[src/rtl/counter.sv]
// rtl/counter.sv - free-running N-bit up counter with synchronous active-high clear
module counter #(
    parameter int N = 4
) (
    input  logic         clk,
    input  logic         reset,
    output logic [N-1:0] count
);

    // Count register: clear wins over increment; the MSB carry falls off so the value wraps to zero.
    always_ff @(posedge clk) begin
        if (reset) begin
            count <= '0;
        end else begin
            count <= count + N'(1);
        end
    end

endmodule

[config.mk]
export PLATFORM = sky130hd
export DESIGN_NAME = counter
export DESIGN_NICKNAME = d
export VERILOG_FILES = /design/src/rtl/counter.sv
export SDC_FILE = /design/constraint.sdc
export NUM_CORES = 1
export LEC_CHECK = 0
export BUFFER_PORTS_ARGS = -buffer_cell sky130_fd_sc_hd__buf_2
export CAP_MARGIN = 30
export CORE_AREA = 2 2 39 41
export CTS_CLUSTER_SIZE = 12
export DETAILED_ROUTE_END_ITERATION = 16
export DIE_AREA = 0 0 41 43
export PLACE_DENSITY = 0.3
export SYNTH_ARGS = -nofsm -noshare
export SYNTH_HDL_FRONTEND = slang
export SYNTH_SLANG_ARGS = --single-unit
[constraint.sdc]
create_clock -name clk -period 1.1 [get_ports clk]
set_input_delay 0.33 -clock clk [delete_from_list [all_inputs] [get_ports clk]]
set_output_delay 0.33 -clock clk [all_outputs]
set_load 0.05 [all_outputs]
==> summary.md, run 1 <==
| Metric | Value |
|---|---|
| Status | complete, no violations |
| Critical path peak fanout | 3 |
| Avg Inst Size Synth | 11.2 sq um |
| Skew-Pair Late Insertion Delay | 0.23 ns |
| Worst clock skew | 0.00425 ns |
| Initial Util | 10.5% |
| Pwr Density | 1630 mW/mm^2 |
| Routed wire per std cell | 7.32 um |
| Critical-path cell list | buf_6 |
| Site Rows | 14 |
| Post-CTS Setup Bufs | 0 |
| H-tree depth | 1 |
| CP Capture Type | primary output |
| Sw Ratio | 25.6% |
| Internal power | 310 uW |
| Worst EP arrival | 0.74 ns |
| DRT Pass-1 Iters | 2 |
| Ys Warns | 0 |
| Detailed-route via count | 120 |
| GPL Wtd Cong | 0.640 |
| # IOs | 6 |
| Final-report max-slew violation count | 0 |
| Delay of the slowest cell on the worst path | 0.35 ns |
| Critical path startpoint category | flop |
| Port Buffers | 5 |
| Family with the most delay on the worst path | flip-flops |
| Max reg flops | 4 |
| Worst-Margin Slew | 0.117 ns |
| Seq/Total Area, Yosys | 55.2% |
| Synth Instances | 13 |
| Final Critical Period | 1.07 ns |
| Die height | 43 um |
| Die area | 0.00176 sq mm |
| VDD IR max | 762 uV |
| Maxcap violations | 0 |
| Largest Register | count |
| Worst slew margin | 92.2% |
| RSZ-0062 raised after global routing | false |
| Initial antenna violation count | 0 |
| Switching power | 106 uW |
| Clock network fraction of total power | 41.5% |
| Die W | 41 um |
| Worst Hold Class | input pin to flop |
| Netlist cell types | 7 |
| Syn-to-layout area delta | 75.9% |
| Core ar. | 0.00138 sq mm |
| Clock Path Buffers | 2 |
| TritonCTS clock tree | yes |
| P_leak | 0.110 nW |
| Syn nets | 16 |
| Largest net degree at the start of global routing | 6 |
| Flops & latches, synth | 4 |
| First-pass GRT wire length | 565 um |
| Filler Cells Inserted | 151 |
| Dpl ws | 0.180 ns |
| Number of CTS-inserted buffers | 3 |
| Remaining antenna violation count after routing | 0 |
| Final wirelength | 271 um |
| Vias in the first global route | 135 |
| DR iter-0 viols | 2 |
| Synthesized area | 145 sq um |
| Biggest regs | count (4) |
| Total grt overflow | 0 |
| Req. time, crit path | 0.77 ns |
| Reg2Reg Setup Slack | 0.22 ns |
| Crit path buf inv count | 1 |
| Crit-path slowest cell | dfxtp_2 |
| TNS Setup | 0 ns |
| Layout cell share with drive strength beyond 1 | 61.9% |
| Vias per cell | 3.24 |
| Combinational power share | 18.1% |
| Setup violations, final | 0 |
| Root Driver | clkbuf_4 |
| Reg clk slew, reported paths | 0.04 ns |
| Reg power frac | 40.3% |
| Final period utilization | 97.5% |
| Final hold vios | 0 |
| Highest Clock Rate | 932 MHz |
| Antenna cell count | 0 |
| Layout Nets | 26 |
| Hold_buf cts | 0 |
| Type of the worst setup path | flop to primary output |
| CTS sink cnt | 4 |
| Drt drc | 0 |
| Post-route setup slack | 0.0275 ns |
| Gr usage total | 5.42% |
==> final cells by class <==
| type | instances | area [sq um] | area share, % |
|---|---|---|---|
| clock buffer | 3 | 22.5 | 8.82 |
| sequential | 4 | 90.1 | 35.3 |
| timing repair buffer | 5 | 57.6 | 22.5 |
| multi-input combinational | 9 | 65.1 | 25.5 |
| tap | 16 | 20.0 | 7.84 |
==> cells by family after synthesis <==
family        after synthesis  share of synthesized area, %
simple gates                6                          19.8
flops                       4                          55.2
xor+xnor                    1                          6.04
mux                         1                          10.3
fa+ha+maj                   1                          8.62
==> cells in the mapped netlist (all sizes together) <==
cell / count / area [sq um]
dfxtp: 4 / 80.1
nor2: 3 / 11.3
nor2b: 2 / 12.5
ha: 1 / 12.5
mux2: 1 / 15.0
nand3: 1 / 5.00
xnor2: 1 / 8.76
==> power by group through the flow <==
stage               Clock, mW  Combinational (mW)  Sequential (mW)
detailed placement          0              0.0602            0.167
floorplan                   0              0.0126            0.199
global placement            0              0.0594            0.166
global route            0.206              0.0810            0.170
finish                  0.173              0.0756            0.168
CTS                     0.184              0.0689            0.167
==> per-stage QoR <==
step	hold WS (ns)	utilization, %	area (sq um)	std cells	total power, mW
after floorplan	0.389	-	149	13	0.212
after global placement	0.410	14.0	194	34	0.226
after detailed placement	0.418	14.0	194	34	0.227
after CTS	0.302	17.2	238	37	0.420
after global routing	0.305	18.4	255	37	0.456
final	0.308	18.4	255	37	0.416
==> layout by cell type (no fill, tap or decap) <==
master / count
nor2_1: 3
clkbuf_4: 3
nor2b_1: 2
dfxtp_4: 2
dfxtp_2: 2
buf_8: 2
buf_6: 2
xnor2_1: 1
nand3_1: 1
mux2_4: 1
ha_1: 1
buf_2: 1
==> timing repair <==
action                                  in CTS  in global routing
endpoints found under the setup margin       4                  3
gates resized for setup                      7                  6
pin swaps                                    0                  0
gates cloned                                 0                  0
==> final timing paths <==
kind / endpoint / depth (start not counted) / start
hold reg to reg: count[0]$_SDFF_PP0_ / 1 / count[0]$_SDFF_PP0_
setup / recovery: count[2] / 1 / count[2]$_SDFF_PP0_
setup reg to reg: count[3]$_SDFF_PP0_ / 2 / count[2]$_SDFF_PP0_
hold / removal: count[0]$_SDFF_PP0_ / 2 / reset
==> metal layers <==
layer | wire, um | global-route usage [%]
met1 | 151 | 6.11
met2 | 77 | 5.31
met3 | 42 | 7.85
met4 | 0 | 2.00
met5 | 0 | 0
(Power assumes the default switching activity.)
==> run 2: changes to the inputs <==
- ABC_AREA: default -> 1
==> summary.md, run 2 <==
| Metric | Value |
|---|---|
| Status | complete, no violations |
| Clock Path Buffers | 2 (unchanged) |
| Gr usage total | 5.42% (-0.0054 points) |
| Seq/Total Area, Yosys | 55.7% (+0.48 points) |
| DR iter-0 viols | 2 (unchanged) |
| Syn-to-layout area delta | 80.0% |
| Avg Inst Size Synth | 8.46 sq um (-24%) |
| Dpl ws | 0.141 ns (-0.0390 ns) |
| Post-Place Cells | 38 (+12%) |
| Type of the worst setup path | flop to primary output |
| Initial Util | 10.4% (-0.090 points) |
| DPL Wire Length | 203 um |
| Final wirelength | 276 um (+1.8%) |
| Worst Hold Class | input pin to flop |
| Most frequent cells in the layout | nor2_1, inv_1, clkbuf_4, dfxtp_4, buf_8 |
| Worst-Margin Slew | 0.125 ns (+0.00834 ns) |
| Util after Layout | 18.7% (+0.27 points) |
| P_leak | 0.119 nW (+8.1%) |
| TNS Setup | 0 ns (unchanged) |
| Final hold vios | 0 (unchanged) |
| Largest Register | count |
| TritonCTS clock tree | yes |
| Largest net degree at the start of global routing | 5 (-1) |
| Reg clk slew, reported paths | 0.04 ns (about the same) |
| Worst clock skew | 0.00432 ns (+0.0000681 ns) |
| Post-synth top area share | 55.7% (+0.48 points) |
| Reg2Reg Setup Slack | 0.26 ns (+0.04 ns) |
| Worst slew margin | 91.6% (-0.56 points) |
| Critical-path cell list | buf_8 |
| Die height | 43 um (unchanged) |
| Remaining antenna violation count after routing | 0 (unchanged) |
| Number of CTS-inserted buffers | 3 (unchanged) |
| Flops & latches, synth | 4 (unchanged) |
| Layout Nets | 30 (+15%) |
| First-pass GRT wire length | 476 um (-16%) |
| Total grt overflow | 0 (unchanged) |
| Synthesized area | 144 sq um (-0.86%) |
| Core ar. | 0.00138 sq mm (unchanged) |
| Skew-Pair Late Insertion Delay | 0.24 ns (about the same) |
| CTS sink cnt | 4 (unchanged) |
| Vias per cell | 3.15 (-3.0%) |
| Crit path buf inv count | 1 (unchanged) |
| Async SR Flop Fraction | 0% (unchanged) |
| Syn nets | 20 (+4) |
| Number of synthesized flops with an enable pin | 0 (unchanged) |
| Pwr Density | 1660 mW/mm^2 (+1.7%) |
| VDD IR max | 632 uV (-17%) |
| Routed wire per std cell | 6.73 um (-8.1%) |
| DRT Pass-1 Iters | 4 (+2) |
| Ys Warns | 0 (unchanged) |
| Initial antenna violation count | 0 (unchanged) |
| Detailed-route via count | 129 (+7.5%) |
| Biggest regs | count (4) |
| RSZ-0062 raised after global routing | true |
| Delay of the slowest cell on the worst path | 0.36 ns (about the same) |
| Count leader, synth | nor2_1 |
| # IOs | 6 (unchanged) |
| Family with the most delay on the worst path | flip-flops |
| Synth Flop Type | dfxtp_1 |
| Highest Clock Rate | 936 MHz (+0.38%) |
| Post-route setup slack | 0.0316 ns (+0.00411 ns) |
| Port Buffers | 5 (unchanged) |
| Final period utilization | 97.1% (-0.37 points) |
| Crit-path slowest cell | dfxtp_4 |
| Site Rows | 14 (unchanged) |
| CP Capture Type | primary output |
| Netlist cell types | 7 (unchanged) |
| Most common cell after layout, fill and taps aside | nor2_1 |
| Area leader, netlist | dfxtp_1 |
| Post-synth top cells | nor2_1, dfxtp_1, inv_1 |
| Req. time, crit path | 0.77 ns (about the same) |
| Synth Instances | 17 (+4) |
| Layout cell share with drive strength beyond 1 | 44.0% (-18 points) |
| Max reg flops | 4 (unchanged) |
| Setup violations, final | 0 (unchanged) |
| Vias in the first global route | 114 (-16%) |
| Ranking of synthesized cells by area | dfxtp_1, nor2_1, ha_1, inv_1, xnor2_1 |
| Final Critical Period | 1.07 ns (-0.00411 ns) |
| Final-report max-slew violation count | 0 (unchanged) |
| Worst EP arrival | 0.74 ns (about the same) |
| Final Non-Filler Cells | 41 (+11%) |
| Critical path peak fanout | 3 (unchanged) |
| GPL Wtd Cong | 0.576 (-9.9%) |
| Antenna cell count | 0 (unchanged) |
| Maxcap violations | 0 (unchanged) |
| Root Driver | clkbuf_4 |
| Critical path startpoint category | flop |
| Die area | 0.00176 sq mm (unchanged) |
| H-tree depth | 1 (unchanged) |
| Drt drc | 0 (unchanged) |
| Die W | 41 um (unchanged) |
## run 2: cell types whose count changed in the layout (fill, tap and decap cells not counted), sizes merged
cell	previous run	this run
inv	0	3
nand2	0	2
nor2	3	5
nor2b	2	0
mux2	1	0
## run 2: layout make-up
class | instances | area [sq um]
clock buffer | 3 | 22.5
fill | 149 | 1120
inverter | 3 | 11.3
multi-input combinational | 10 | 52.6
sequential | 4 | 91.3
tap | 16 | 20.0
timing repair buffer | 5 | 61.3
## run 2: metrics by stage
stage	total power [mW]	hold WS [ns]	cell area, sq um
after detailed placement	0.228	0.422	191
after CTS	0.435	0.277	236
final	0.430	0.285	259
after floorplan	0.213	0.389	146
after global routing	0.462	0.281	259
after global placement	0.228	0.421	191
## run 2: final timing paths
check,cells after the start,start,to
max,1,count[2]$_SDFF_PP0_,count[2]
min,2,reset,count[0]$_SDFF_PP0_
max reg2reg,3,count[0]$_SDFF_PP0_,count[2]$_SDFF_PP0_
min reg2reg,1,count[0]$_SDFF_PP0_,count[0]$_SDFF_PP0_
## run 2: cell families (layout without fill, tap and decap cells)
family                     Yosys count  after routing  synth area share (%)
xor gates and xnor gates             1              1                  6.09
adders and majority gates            1              1                  8.69
buffers and inverters                3             11                  7.83
DFF                                  4              4                  55.7
and+or+nand+nor                      8              8                  21.7
## run 2: report_power, final
part	internal [mW]	switching (mW)
Sequential	0.155	0.0118
Clock	0.122	0.0623
Combinational	0.0334	0.0450
## run 2: what timing repair did
action                                  4_1_cts  5_1_grt
gates resized for setup                       8        7
buffers inserted                              0        0
hold buffers                                  0        0
endpoints found under the setup margin        4        4
## run 2: per-layer routing
metal | wire length [um] | vias to the layer above | GRT usage (%) | part of all wire [%]
li1 | - | 68 | - | -
met5 | 0 | - | 0 | 0
met4 | 0 | 0 | 6.00 | 0
met2 | 88 | 8 | 2.81 | 32
met3 | 39 | 0 | 9.42 | 14
met1 | 148 | 53 | 5.77 | 54
==> run 3: changes to the inputs <==
- PLACE_DENSITY: 0.3 -> 0.38
==> summary.md, run 3 (synthesized netlist as in run 2, its figures left out) <==
| Metric | Value |
|---|---|
| Status | complete, no violations |
| Initial antenna violation count | 0 (unchanged) |
| Die height | 43 um (unchanged) |
| Critical-path cell list | buf_6 |
| Post-CTS Setup Bufs | 0 (unchanged) |
| P_leak | 0.118 nW (-1.5%) |
| Critical path startpoint category | flop |
| Worst setup path start | count[1]$_SDFF_PP0_ |
| Final Non-Filler Cells | 41 (unchanged) |
| First-pass GRT wire length | 496 um (+4.2%) |
| Final hold vios | 0 (unchanged) |
| Gr usage total | 4.92% (-0.50 points) |
| R2R cell count | 3 (unchanged) |
| Req. time, crit path | 0.77 ns (about the same) |
| Reg clk slew, reported paths | 0.04 ns (about the same) |
| Clock Path Buffers | 2 (unchanged) |
| Site Rows | 14 (unchanged) |
| Drt drc | 0 (unchanged) |
| Die area | 0.00176 sq mm (unchanged) |
| Hold_buf cts | 0 (unchanged) |
| Delay of the slowest cell on the worst path | 0.34 ns (-0.02 ns) |
| Crit path buf inv count | 1 (unchanged) |
| Vias in the first global route | 122 (+7.0%) |
| Remaining antenna violation count after routing | 0 (unchanged) |
| Final Critical Period | 1.06 ns (-0.00423 ns) |
| Reg2reg end | count[2]$_SDFF_PP0_ |
| Root Driver | clkbuf_4 |
| Worst reg2reg path startpoint | count[0]$_SDFF_PP0_ |
| Vias per cell | 2.98 (-5.4%) |
| Worst clock skew | 0.000999 ns (-0.00332 ns) |
| Last element of the critical path | count[1] |
| H-tree depth | 1 (unchanged) |
| VDD IR max | 278 uV (-56%) |
| Worst EP arrival | 0.73 ns (about the same) |
| Crit-path slowest cell | dfxtp_2 |
| Port Buffers | 5 (unchanged) |
| Type of the worst setup path | flop to primary output |
| Max reg flops | 4 (unchanged) |
| Syn-to-layout area delta | 73.9% |
| Skew-Pair Late Insertion Delay | 0.23 ns (about the same) |
| Crit. path cell count | 1 (unchanged) |
| CP Capture Type | primary output |
| Reg2Reg Setup Slack | 0.25 ns (about the same) |
| TNS Setup | 0 ns (unchanged) |
| Post-CTS sizing | 8 (unchanged) |
| Final period utilization | 96.7% (-0.38 points) |
| Antenna cell count | 0 (unchanged) |
| Design Area, Final | 250 sq um (-3.4%) |
| Die W | 41 um (unchanged) |
| DR iter-0 viols | 2 (unchanged) |
| Worst Hold Class | input pin to flop |
| CTS sink cnt | 4 (unchanged) |
| TritonCTS clock tree | yes |
| Maxcap violations | 0 (unchanged) |
| Largest Register | count |
| Worst-Margin Slew | 0.127 ns (+0.00219 ns) |
| Highest Clock Rate | 940 MHz (+0.40%) |
| Area after DPL | 191 sq um (unchanged) |
| Routed wire per std cell | 6.83 um (+1.4%) |
| Util after Layout | 18.1% (-0.63 points) |
| Largest net degree at the start of global routing | 5 (unchanged) |
| Biggest regs | count (4) |
| Total grt overflow | 0 (unchanged) |
| Pwr Density | 1690 mW/mm^2 (+1.7%) |
| Core ar. | 0.00138 sq mm (unchanged) |
| Initial Util | 10.4% (unchanged) |
| Setup violations, final | 0 (unchanged) |
| Number of CTS-inserted buffers | 3 (unchanged) |
| DRT Pass-1 Iters | 2 (-2) |
| RSZ-0062 raised after global routing | false |
| Post-Place Cells | 38 (unchanged) |
| GPL Wtd Cong | 0.543 (-5.8%) |
| Most frequent cells in the layout | nor2_1, inv_1, clkbuf_4 |
| Family with the most delay on the worst path | flip-flops |
| Worst slew margin | 91.4% (-0.15 points) |
| Layout cell share with drive strength beyond 1 | 44.0% (unchanged) |
| Critical path peak fanout | 3 (unchanged) |
| Pwr Total | 422 uW (-1.7%) |
| Most common cell after layout, fill and taps aside | nor2_1 |
| Final-report max-slew violation count | 0 (unchanged) |
| Detailed-route via count | 122 (-5.4%) |
| Final wirelength | 280 um (+1.4%) |
| Layout Nets | 30 (unchanged) |
| # IOs | 6 (unchanged) |
run 3: metal layers:
layer	vias up	track usage, %	routed length (um)
li1	66	-	-
met1	50	5.79	134
met2	6	4.06	109
met3	0	4.71	37
met4	0	6.00	0
met5	-	0	0
run 3: power breakdown:
part | internal, mW | switching, mW | total [mW]
logic | 0.0302 | 0.0453 | 0.0755
registers | 0.156 | 0.0110 | 0.167
clock network | 0.122 | 0.0573 | 0.179
run 3: area by class of cell:
cell class                 instances  area [sq um]
fill                             164          1130
timing repair buffer               5          57.6
inverter                           3          11.3
multi-input combinational         10          52.6
clock buffer                       3          22.5
tap                               16          20.0
sequential                         4          86.3
run 3: stage by stage:
step                      hold WS (ns)  setup WS (ns)
after floorplan                  0.389         0.0395
after global placement           0.423          0.167
after detailed placement         0.422          0.155
after CTS                        0.288        0.00115
after global routing             0.297       0.000800
final                            0.298         0.0359
run 3: how the worst min path moves through the flow:
stage,start,end,slack [ns],cells after the start
final,reset,count[2]$_SDFF_PP0_,0.30,2
after global routing,reset,count[2]$_SDFF_PP0_,0.30,2
after CTS,reset,count[0]$_SDFF_PP0_,0.29,2
after detailed placement,count[0]$_SDFF_PP0_,count[0]$_SDFF_PP0_,0.42,1
after global placement,count[0]$_SDFF_PP0_,count[0]$_SDFF_PP0_,0.42,1
after floorplan,reset,count[0]$_SDFF_PP0_,0.39,1
